$ cat config.mk
export PLATFORM = sky130hd
export DESIGN_NAME = mem_arbiter
export DESIGN_NICKNAME = d
export VERILOG_FILES = /design/src/rtl/core_pkg.sv /design/src/rtl/mem_arb_starve_ctr.sv /design/src/rtl/mem_arbiter.sv
export SDC_FILE = /design/constraint.sdc
export NUM_CORES = 1
export LEC_CHECK = 0
export CORE_MARGIN = 2
export CORE_UTILIZATION = 30
export DETAILED_ROUTE_END_ITERATION = 10
export PLACE_DENSITY = 0.74
export SETUP_SLACK_MARGIN = 0.1
export SLEW_MARGIN = 30
export SYNTH_ARGS = -nofsm -noshare
export SYNTH_HDL_FRONTEND = slang
export SYNTH_SLANG_ARGS = --single-unit
export TNS_END_PERCENT = 5
$ cat constraint.sdc
create_clock -name clk_i -period 2 [get_ports clk_i]
set_clock_uncertainty 0.2 [all_clocks]
set_input_delay 0.4 -clock clk_i [delete_from_list [all_inputs] [get_ports clk_i]]
set_output_delay 0.4 -clock clk_i [all_outputs]
set_load 0.02 [all_outputs]
$ cat src/rtl/core_pkg.sv
// core_pkg -- shared types for the memory arbiter.
//   Xlen        : data/address width of the core
//   arb_state_e : arbiter FSM states (IDLE -> REQ -> RSP)
//   arb_owner_e : which pipeline stage owns the outstanding transaction
//   mem_req_t   : latched bus request {addr, we, wdata, wmask}
package core_pkg;

   localparam int Xlen  = 32;
   localparam int MaskW = Xlen / 8;

   typedef enum logic [1:0] {
      ARB_IDLE,
      ARB_REQ,
      ARB_RSP
   } arb_state_e;

   typedef enum logic {
      OWN_FETCH,
      OWN_DATA
   } arb_owner_e;

   typedef struct packed {
      logic [Xlen-1:0]  addr;
      logic             we;
      logic [Xlen-1:0]  wdata;
      logic [MaskW-1:0] wmask;
   } mem_req_t;

endpackage

$ cat src/rtl/mem_arb_starve_ctr.sv
// mem_arb_starve_ctr -- counts data grants made while fetch is waiting.
// Built only when MEM_ARB_STARVE_GUARD_EN is defined.
// Ports:
//   clk_i, rst_ni    clock, asynchronous active-low reset
//   idle_i           arbiter is in IDLE this cycle
//   fetch_waiting_i  fetch request valid
//   fetch_grant_i    fetch granted this cycle
//   data_grant_i     data granted this cycle
//   at_limit_o       count has reached StarveLimit; next grant must go to fetch
module mem_arb_starve_ctr #(
   parameter int StarveLimit = 4
) (
   input  logic clk_i,
   input  logic rst_ni,
   input  logic idle_i,
   input  logic fetch_waiting_i,
   input  logic fetch_grant_i,
   input  logic data_grant_i,
   output logic at_limit_o
);

   localparam int CntW = $clog2(StarveLimit + 1);

   logic [CntW-1:0] cnt_q, cnt_d;

   always_comb begin
      cnt_d = cnt_q;
      if (idle_i) begin
         // Any fetch grant, or fetch not asking at all, means nobody is starving.
         if (fetch_grant_i || !fetch_waiting_i) begin
            cnt_d = '0;
         end else if (data_grant_i && (cnt_q != CntW'(StarveLimit))) begin
            cnt_d = cnt_q + 1'b1;
         end
      end
   end

   always_ff @(posedge clk_i or negedge rst_ni) begin
      if (!rst_ni) begin
         cnt_q <= '0;
      end else begin
         cnt_q <= cnt_d;
      end
   end

   assign at_limit_o = (cnt_q == CntW'(StarveLimit));

endmodule

$ cat src/rtl/mem_arbiter.sv
// mem_arbiter -- shares one single-port memory bus between fetch (IF) and
// load/store (MEM). One transaction outstanding at a time; data has priority.
// Optional macro MEM_ARB_STARVE_GUARD_EN: after StarveLimit consecutive data
// grants with fetch waiting, the next grant goes to fetch.
// Ports:
//   clk_i, rst_ni                       clock, asynchronous active-low reset
//   if_req_* / if_flush_i / if_rsp_*    fetch request, flush, response
//   dm_req_* / dm_rsp_*                 data request and response
//   mem_valid_o, mem_ready_i            bus request handshake
//   mem_addr_o/we_o/wdata_o/wmask_o     registered bus request fields
//   mem_rvalid_i, mem_rdata_i           bus response
module mem_arbiter
   import core_pkg::*;
#(
   parameter int StarveLimit = 4
) (
   input  logic             clk_i,
   input  logic             rst_ni,
   input  logic             if_req_valid_i,
   output logic             if_req_ready_o,
   input  logic [Xlen-1:0]  if_req_addr_i,
   input  logic             if_flush_i,
   output logic             if_rsp_valid_o,
   output logic [Xlen-1:0]  if_rsp_data_o,
   input  logic             dm_req_valid_i,
   output logic             dm_req_ready_o,
   input  logic [Xlen-1:0]  dm_req_addr_i,
   input  logic             dm_req_we_i,
   input  logic [Xlen-1:0]  dm_req_wdata_i,
   input  logic [MaskW-1:0] dm_req_wmask_i,
   output logic             dm_rsp_valid_o,
   output logic [Xlen-1:0]  dm_rsp_rdata_o,
   output logic             mem_valid_o,
   input  logic             mem_ready_i,
   output logic [Xlen-1:0]  mem_addr_o,
   output logic             mem_we_o,
   output logic [Xlen-1:0]  mem_wdata_o,
   output logic [MaskW-1:0] mem_wmask_o,
   input  logic             mem_rvalid_i,
   input  logic [Xlen-1:0]  mem_rdata_i
);

   arb_state_e state_q, state_d;
   arb_owner_e owner_q, owner_d;
   mem_req_t   req_q, req_d;
   logic       drop_q, drop_d;

   logic idle;
   logic force_fetch;
   logic grant_data;
   logic grant_fetch;
   logic rsp_fire;

   assign idle = (state_q == ARB_IDLE);

`ifdef MEM_ARB_STARVE_GUARD_EN
   logic at_limit;

   mem_arb_starve_ctr #(
      .StarveLimit(StarveLimit)
   ) u_starve_ctr (
      .clk_i          (clk_i),
      .rst_ni         (rst_ni),
      .idle_i         (idle),
      .fetch_waiting_i(if_req_valid_i),
      .fetch_grant_i  (grant_fetch),
      .data_grant_i   (grant_data),
      .at_limit_o     (at_limit)
   );

   assign force_fetch = at_limit & if_req_valid_i;
`else
   logic unused_starve_limit;
   assign unused_starve_limit = ^StarveLimit;
   assign force_fetch         = 1'b0;
`endif

   assign grant_data  = idle & dm_req_valid_i & ~force_fetch;
   assign grant_fetch = idle & if_req_valid_i & (~dm_req_valid_i | force_fetch);

   always_comb begin
      state_d = state_q;
      owner_d = owner_q;
      req_d   = req_q;
      drop_d  = drop_q;
      unique case (state_q)
         ARB_IDLE: begin
            if (grant_data) begin
               owner_d = OWN_DATA;
               req_d   = '{addr: dm_req_addr_i, we: dm_req_we_i,
                           wdata: dm_req_wdata_i, wmask: dm_req_wmask_i};
               state_d = ARB_REQ;
            end else if (grant_fetch) begin
               owner_d = OWN_FETCH;
               req_d   = '{addr: if_req_addr_i, we: 1'b0,
                           wdata: '0, wmask: '0};
               state_d = ARB_REQ;
            end
         end
         ARB_REQ: begin
            if (mem_ready_i) state_d = ARB_RSP;
         end
         ARB_RSP: begin
            if (mem_rvalid_i) state_d = ARB_IDLE;
         end
         default: state_d = ARB_IDLE;
      endcase
      // A flush while fetch owns the bus poisons the response, which still
      // has to be collected from the bus before the next grant.
      if (!idle && (owner_q == OWN_FETCH) && if_flush_i) drop_d = 1'b1;
      if (state_d == ARB_IDLE) drop_d = 1'b0;
   end

   always_ff @(posedge clk_i or negedge rst_ni) begin
      if (!rst_ni) begin
         state_q <= ARB_IDLE;
         owner_q <= OWN_FETCH;
         req_q   <= '0;
         drop_q  <= 1'b0;
      end else begin
         state_q <= state_d;
         owner_q <= owner_d;
         req_q   <= req_d;
         drop_q  <= drop_d;
      end
   end

   assign if_req_ready_o = grant_fetch;
   assign dm_req_ready_o = grant_data;

   assign mem_valid_o = (state_q == ARB_REQ);
   assign mem_addr_o  = req_q.addr;
   assign mem_we_o    = req_q.we;
   assign mem_wdata_o = req_q.wdata;
   assign mem_wmask_o = req_q.wmask;

   // A flush in the response cycle itself also suppresses the pulse.
   assign rsp_fire       = (state_q == ARB_RSP) & mem_rvalid_i;
   assign if_rsp_valid_o = rsp_fire & (owner_q == OWN_FETCH) & ~(drop_q | if_flush_i);
   assign dm_rsp_valid_o = rsp_fire & (owner_q == OWN_DATA);
   assign if_rsp_data_o  = if_rsp_valid_o ? mem_rdata_i : '0;
   assign dm_rsp_rdata_o = dm_rsp_valid_o ? mem_rdata_i : '0;

   rvalid_only_in_rsp: assert property (
      @(posedge clk_i) disable iff (!rst_ni) mem_rvalid_i |-> (state_q == ARB_RSP)
   ) else $error("mem_arbiter: mem_rvalid_i outside RSP ignored");

endmodule

==> out/metrics.csv, run 1 <==
metric,value,unit
worst_pin_slew,0.411,ns
hold-worst-slack,0.259,ns
async_reset_ff_share,100,%
initial_core_util,31.0,%
drc,0,
ant_nets,0,
violations,setup timing,
place_hpwl,9430,µm
synth_seq_cells,73,
syn_inst,278,
netlist_top_cells_area,"dfrtp_1, mux2_2, and2_1, a22o_1, buf_6",
crit_type,primary input to primary output,
fin_setup_tns,-14.74,ns
ys_types,25,
synth-main-ff-cell,dfrtp_1,
worstPathMaxFanout,33,
dieArea,12700,µm²
n_antenna_cell,0,
globalplace.congestion,0.813,
max-cap-violations,0,
synth_top_area_share,51.5,%
slew_headroom,72.6,%
fin_crit_sh,114,%
cts_buffers,9,
synth_edf_count,0,
grt_max_degree,39,
grt_pass1_vias,3546,
timing.final.ws_setup,-0.274,ns
fmax,0.440,GHz
vias,3321,
drv_slew,0,
grt_setup_unrepaired,true,
wl,12200,µm
grt_util_all_layers,18.0,%
die_y,113,µm
post_drt_via_cell_ratio,4.68,
drtIter0Drc,155,
area_growth,97.9,%
clock-sinks,73,
yosysTopAreaCell,dfrtp_1,
period_minus_slack,2.27,ns
layout_common_cells,"clkdlybuf4s50_1, dfrtp_1, buf_6, mux2_2, dlygate4sd2_1",
syn_nets,418,
yosysSeqAreaShare,51.5,%
grt_first_pass_wirelength,18100,µm
drive_gt1_share,34.4,%
cp.required,1.40,ns
synth.cell_area,3550,µm²
routedWlPerCell,17.1,µm
clk_pin_slew,0.05,ns
antenna_found_initial,0,
num_io_pins,278,
tritoncts,yes,
end_kind,primary output,
ctsRootBufferMaster,clkbuf_16,
critPathLaunchType,primary input,
hold_class,primary input to flip-flop,
status,"finished, violations left",
synth_area_per_cell,12.8,µm²
nets,703,
dr.pass1.iters,3,
power.density,1250,nW/µm²
io_buffers,277,
p_leak,3.45,nW
setup_viol,67,
yosysWarnings,0,
num_rows,39,
cts_htree_levels,3,
overflow,0,
max-vdd-ir-drop,0.000731,V
fp.dieW,113,µm
arrival,1.67,ns
coreArea,11500,µm²
layout_commonest_cell,clkdlybuf4s50_1,
clk_path_buf_depth,2,
clock_latency,0.32,ns
hold_violations,0,
[registers in the layout, summed over array words and instances, names as in the netlist]
name	count
owner_q	1
mem_wmask_o	4
state_q	2
mem_we_o	1
drop_q	1
mem_addr_o	32
mem_wdata_o	32
[repair_timing]
item                                    CTS  global route
endpoints found under the setup margin  110            94
resized for setup                       429            67
setup buffers                             0             1
endpoints found under the hold margin    28             0
pin swaps                                 0            24
hold buffers                              1             0
gates cloned                              0             2
[cell usage after synthesis (2+ instances only)]
| cell | number |
|---|---|
| dfrtp_1 | 73 |
| and2_1 | 64 |
| mux2_2 | 62 |
| a22o_1 | 38 |
| buf_2 | 8 |
| buf_6 | 5 |
| clkbuf_1 | 4 |
| buf_4 | 2 |
| clkbuf_2 | 2 |
| mux2_1 | 2 |
| nor2_1 | 2 |
| nor2_2 | 2 |
| nor2b_1 | 2 |
[worst max-delay path: stages]
cell and delay [ns]:
clkdlybuf4s50_1 0.47, nor4_4 0.32, buf_12 0.20, and2_1 0.15, buf_4 0.14
[power by group]
| part | switching [mW] | total (mW) | leakage, nW | internal, mW |
|---|---|---|---|---|
| logic | 2.25 | 4.47 | 2.41 | 2.21 |
| registers | 0.395 | 2.64 | 0.896 | 2.24 |
| clock network | 0.581 | 1.67 | 0.149 | 1.08 |
| total | 3.23 | 8.77 | 3.45 | 5.54 |
[path summary, 6_finish.rpt]
kind / cells past startpoint / from / slack, ns / endpoint
min in group asynchronous: 2 / rst_ni / 0.33 / mem_addr_o[12]
max: 5 / if_flush_i / -0.27 / if_rsp_data_o[5]
min reg2reg: 1 / mem_addr_o[4] / 0.29 / mem_addr_o[4]
max reg2reg: 6 / state_q[1] / 0.34 / mem_addr_o[5]
min: 4 / mem_rvalid_i / 0.26 / drop_q
max in group asynchronous: 3 / rst_ni / 0.75 / mem_addr_o[28]
[cell type report]
cell class	count	area, µm²
inverters	1	3.75
multi-input cells	183	1660
fillers	935	4440
repair buffers	295	3050
well taps	143	179
flip-flops and latches	73	1830
clock buffers	10	229
clock inverters	5	81.3
[per-stage QoR]
| stage | cell area (µm²) | utilization [%] | power (mW) | setup WS, ns | instances |
|---|---|---|---|---|---|
| 2_1_floorplan | 3550 | - | 5.07 | 0.0743 | 278 |
| 3_3_place_gp | 6510 | 56.8 | 7.37 | -0.780 | 691 |
| 3_5_place_dp | 6510 | 56.8 | 7.45 | -0.801 | 691 |
| 4_1_cts | 6820 | 59.5 | 8.85 | -0.387 | 707 |
| 5_1_grt | 7030 | 61.3 | 9.25 | -0.350 | 710 |
| 6_report | 7030 | 61.3 | 8.77 | -0.274 | 710 |
[kinds of logic after synthesis]
kind of cell,count (synthesis),share of synthesized area (%)
AOI/OAI and AO/OA,44,10.8
buffers and inverters,22,3.95
and+or+nand+nor,75,13.5
muxes,64,20.3
DFF,73,51.5
[per-layer routing]
metal | GRT usage [%] | vias to the layer above | routed length, µm
met5 | 0 | - | 0
met4 | 6.34 | 0 | 249
met3 | 5.03 | 20 | 955
met2 | 34.5 | 160 | 6780
met1 | 18.6 | 1597 | 4190
li1 | - | 1544 | -
No activity file was read; power rests on OpenSTA's default activity.
==> inputs of run 2 (changes only) <==
--- a/config.mk
+++ b/config.mk
@@ -6,9 +6,9 @@
 export NUM_CORES = 1
 export LEC_CHECK = 0
 export CORE_MARGIN = 2
-export CORE_UTILIZATION = 30
+export CORE_UTILIZATION = 25
 export DETAILED_ROUTE_END_ITERATION = 10
-export PLACE_DENSITY = 0.74
+export PLACE_DENSITY = 0.63
 export SETUP_SLACK_MARGIN = 0.1
 export SLEW_MARGIN = 30
 export SYNTH_ARGS = -nofsm -noshare
==> run 2 against run 1 <==
The flow still finishes with violations (setup timing). Critical path type is now flip-flop to primary output. Global-route usage shrank 2.2 points. Register-to-register slack worse by 0.07 ns. Via count increased by 0.90%. Critical path depth increased by 1. Fmax rose by 0.34%. Core utilization decreased by 10 points. Sequential power about the same. Highest routed layer is now met5. Worst hold slack gained 0.017 ns. Total power increased by 0.42%. Critical endpoint is now dm_rsp_rdata_o[0]. Combinational power is 2% higher. Count of clock-buffer cells in the layout up 1.
==> out/metrics.csv, run 2 (synthesis gave the netlist of run 1 again) <==
metric,value,unit
coreArea,13900,µm²
tritoncts,yes,
r2r-start,state_q[0],
cts_buffers,9,
fp.dieW,123,µm
clock_latency,0.32,ns
antenna_found_initial,1,
ant_nets,0,
fin_crit_sh,113,%
hold_violations,0,
drc,0,
p_leak,3.39,nW
slowest_delay,0.37,ns
multi_input_area,1640,µm²
num_rows,43,
critPathLaunchType,flip-flop,
overflow,0,
period_minus_slack,2.27,ns
drv_slew,0,
grt_first_pass_wirelength,18400,µm
clock-sinks,73,
post-place-ws,-0.808,ns
vias,3351,
status,"finished, violations left",
place_hpwl,9660,µm
wl,12700,µm
grt_pass1_vias,3497,
violations,setup timing,
arrival,1.67,ns
area_growth,99.8,%
hold_end,state_q[1],
grt_setup_unrepaired,true,
routedWlPerCell,16.9,µm
nets,707,
register_area,1830,µm²
hold_class,primary input to flip-flop,
post_drt_via_cell_ratio,4.46,
slew_headroom,71.6,%
globalplace.congestion,0.694,
layout_common_cells,"clkdlybuf4s50_1, dfrtp_1, buf_6, mux2_2, dlygate4sd2_1",
slowest_stage,dfrtp_1,
io_buffers,277,
critPathMostFrequentCell,buf_6,
r2r_slack,0.27,ns
crit_type,flip-flop to primary output,
drive_gt1_share,33.8,%
fill_cells,1226,
clk_pin_slew,0.05,ns
dp.cells,733,
dieArea,15200,µm²
hp-start,mem_rvalid_i,
die_y,123,µm
setup_viol,66,
cts_htree_levels,3,
num_io_pins,278,
r2r-end,mem_wmask_o[0],
worstPathMaxFanout,16,
max-cap-violations,0,
fmax,0.441,GHz
clk_path_buf_depth,2,
grt_util_all_layers,15.8,%
max-vdd-ir-drop,0.000649,V
rr_worst_depth,7,
power.density,1240,nW/µm²
end_kind,primary output,
initial_core_util,25.6,%
timing.final.ws_setup,-0.267,ns
grt_max_degree,74,
layout_commonest_cell,clkdlybuf4s50_1,
dr.pass1.iters,6,
fin_util,51.1,%
cp.required,1.40,ns
crit_chain,"nand3b_1, nor2_4, buf_6, clkbuf_16, and2_1, buf_6",
stdcell_count,752,
drtIter0Drc,80,
worst_pin_slew,0.426,ns
hold_depth,3,
ctsRootBufferMaster,clkbuf_16,
==> run 2: changes by cell type in the layout (fill, tap and decap cells not counted), sizes merged <==
cell           before  now
dlygate4sd2        41   53
dlymetal6s2s       27   18
buf                87   91
clkdlybuf4s50     138  135
bufinv              2    1
clkbuf             11   12
clkinv              2    1
diode               0    1
inv                 1    2
==> run 2: routing by layer <==
| layer | up-vias | share of wire, % | GRT usage, % |
|---|---|---|---|
| li1 | 1554 | - | - |
| met1 | 1594 | 35 | 16.8 |
| met2 | 180 | 53 | 28.8 |
| met3 | 21 | 9.6 | 5.26 |
| met4 | 2 | 2.1 | 5.97 |
| met5 | - | 0.13 | 0 |
==> run 2: report_power, final <==
part	switching (mW)	internal, mW
Clock	0.594	1.03
Combinational	2.32	2.24
Sequential	0.387	2.24
==> run 2: how the worst max path moves through the flow <==
stage / start / endpoint / slack, ns
final: state_q[0] / dm_rsp_rdata_o[0] / -0.27
after global routing: state_q[0] / if_rsp_data_o[22] / -0.34
after CTS: mem_rvalid_i / dm_rsp_rdata_o[16] / -0.38
after detailed placement: mem_rvalid_i / if_rsp_data_o[14] / -0.81
after global placement: mem_rvalid_i / if_rsp_data_o[22] / -0.78
after floorplan: state_q[0] / if_rsp_data_o[23] / 0.07
==> run 2: worst max-delay path, delay by kind of cell (launching register included) <==
kind          cells  cell delay (ns)
simple gates      3             0.57
buf+inv           3             0.39
flops             1             0.37
==> run 2: area by class of cell <==
cell class / count / share of cell area (%)
diodes: 1 / 0.0353
clock buffers: 11 / 3.56
repair buffers: 299 / 43.5
inverters: 1 / 0.0529
well taps: 180 / 3.18
multi-input cells: 183 / 23.2
clock inverters: 4 / 0.723
flip-flops and latches: 73 / 25.8
==> run 2: repair_timing <==
item,4_1_cts,5_1_grt
hold buffers,1,0
pin swaps,2,13
buffers inserted,0,1
cloned,0,1
endpoints found under the setup margin,122,85
resized for setup,443,61
hold endpoints to repair,73,0
==> run 2: stage by stage <==
| step | hold slack (ns) | instance area [µm²] | TNS (ns) | total power, mW |
|---|---|---|---|---|
| 6_report | 0.276 | 7090 | -14.31 | 8.81 |
| 5_1_grt | 0.295 | 7090 | -18.85 | 9.31 |
| 4_1_cts | 0.298 | 6900 | -19.39 | 8.87 |
| 3_5_place_dp | 0.249 | 6620 | -52.71 | 7.58 |
| 3_3_place_gp | 0.249 | 6620 | -50.93 | 7.50 |
| 2_1_floorplan | -0.0956 | 3550 | 0 | 5.07 |
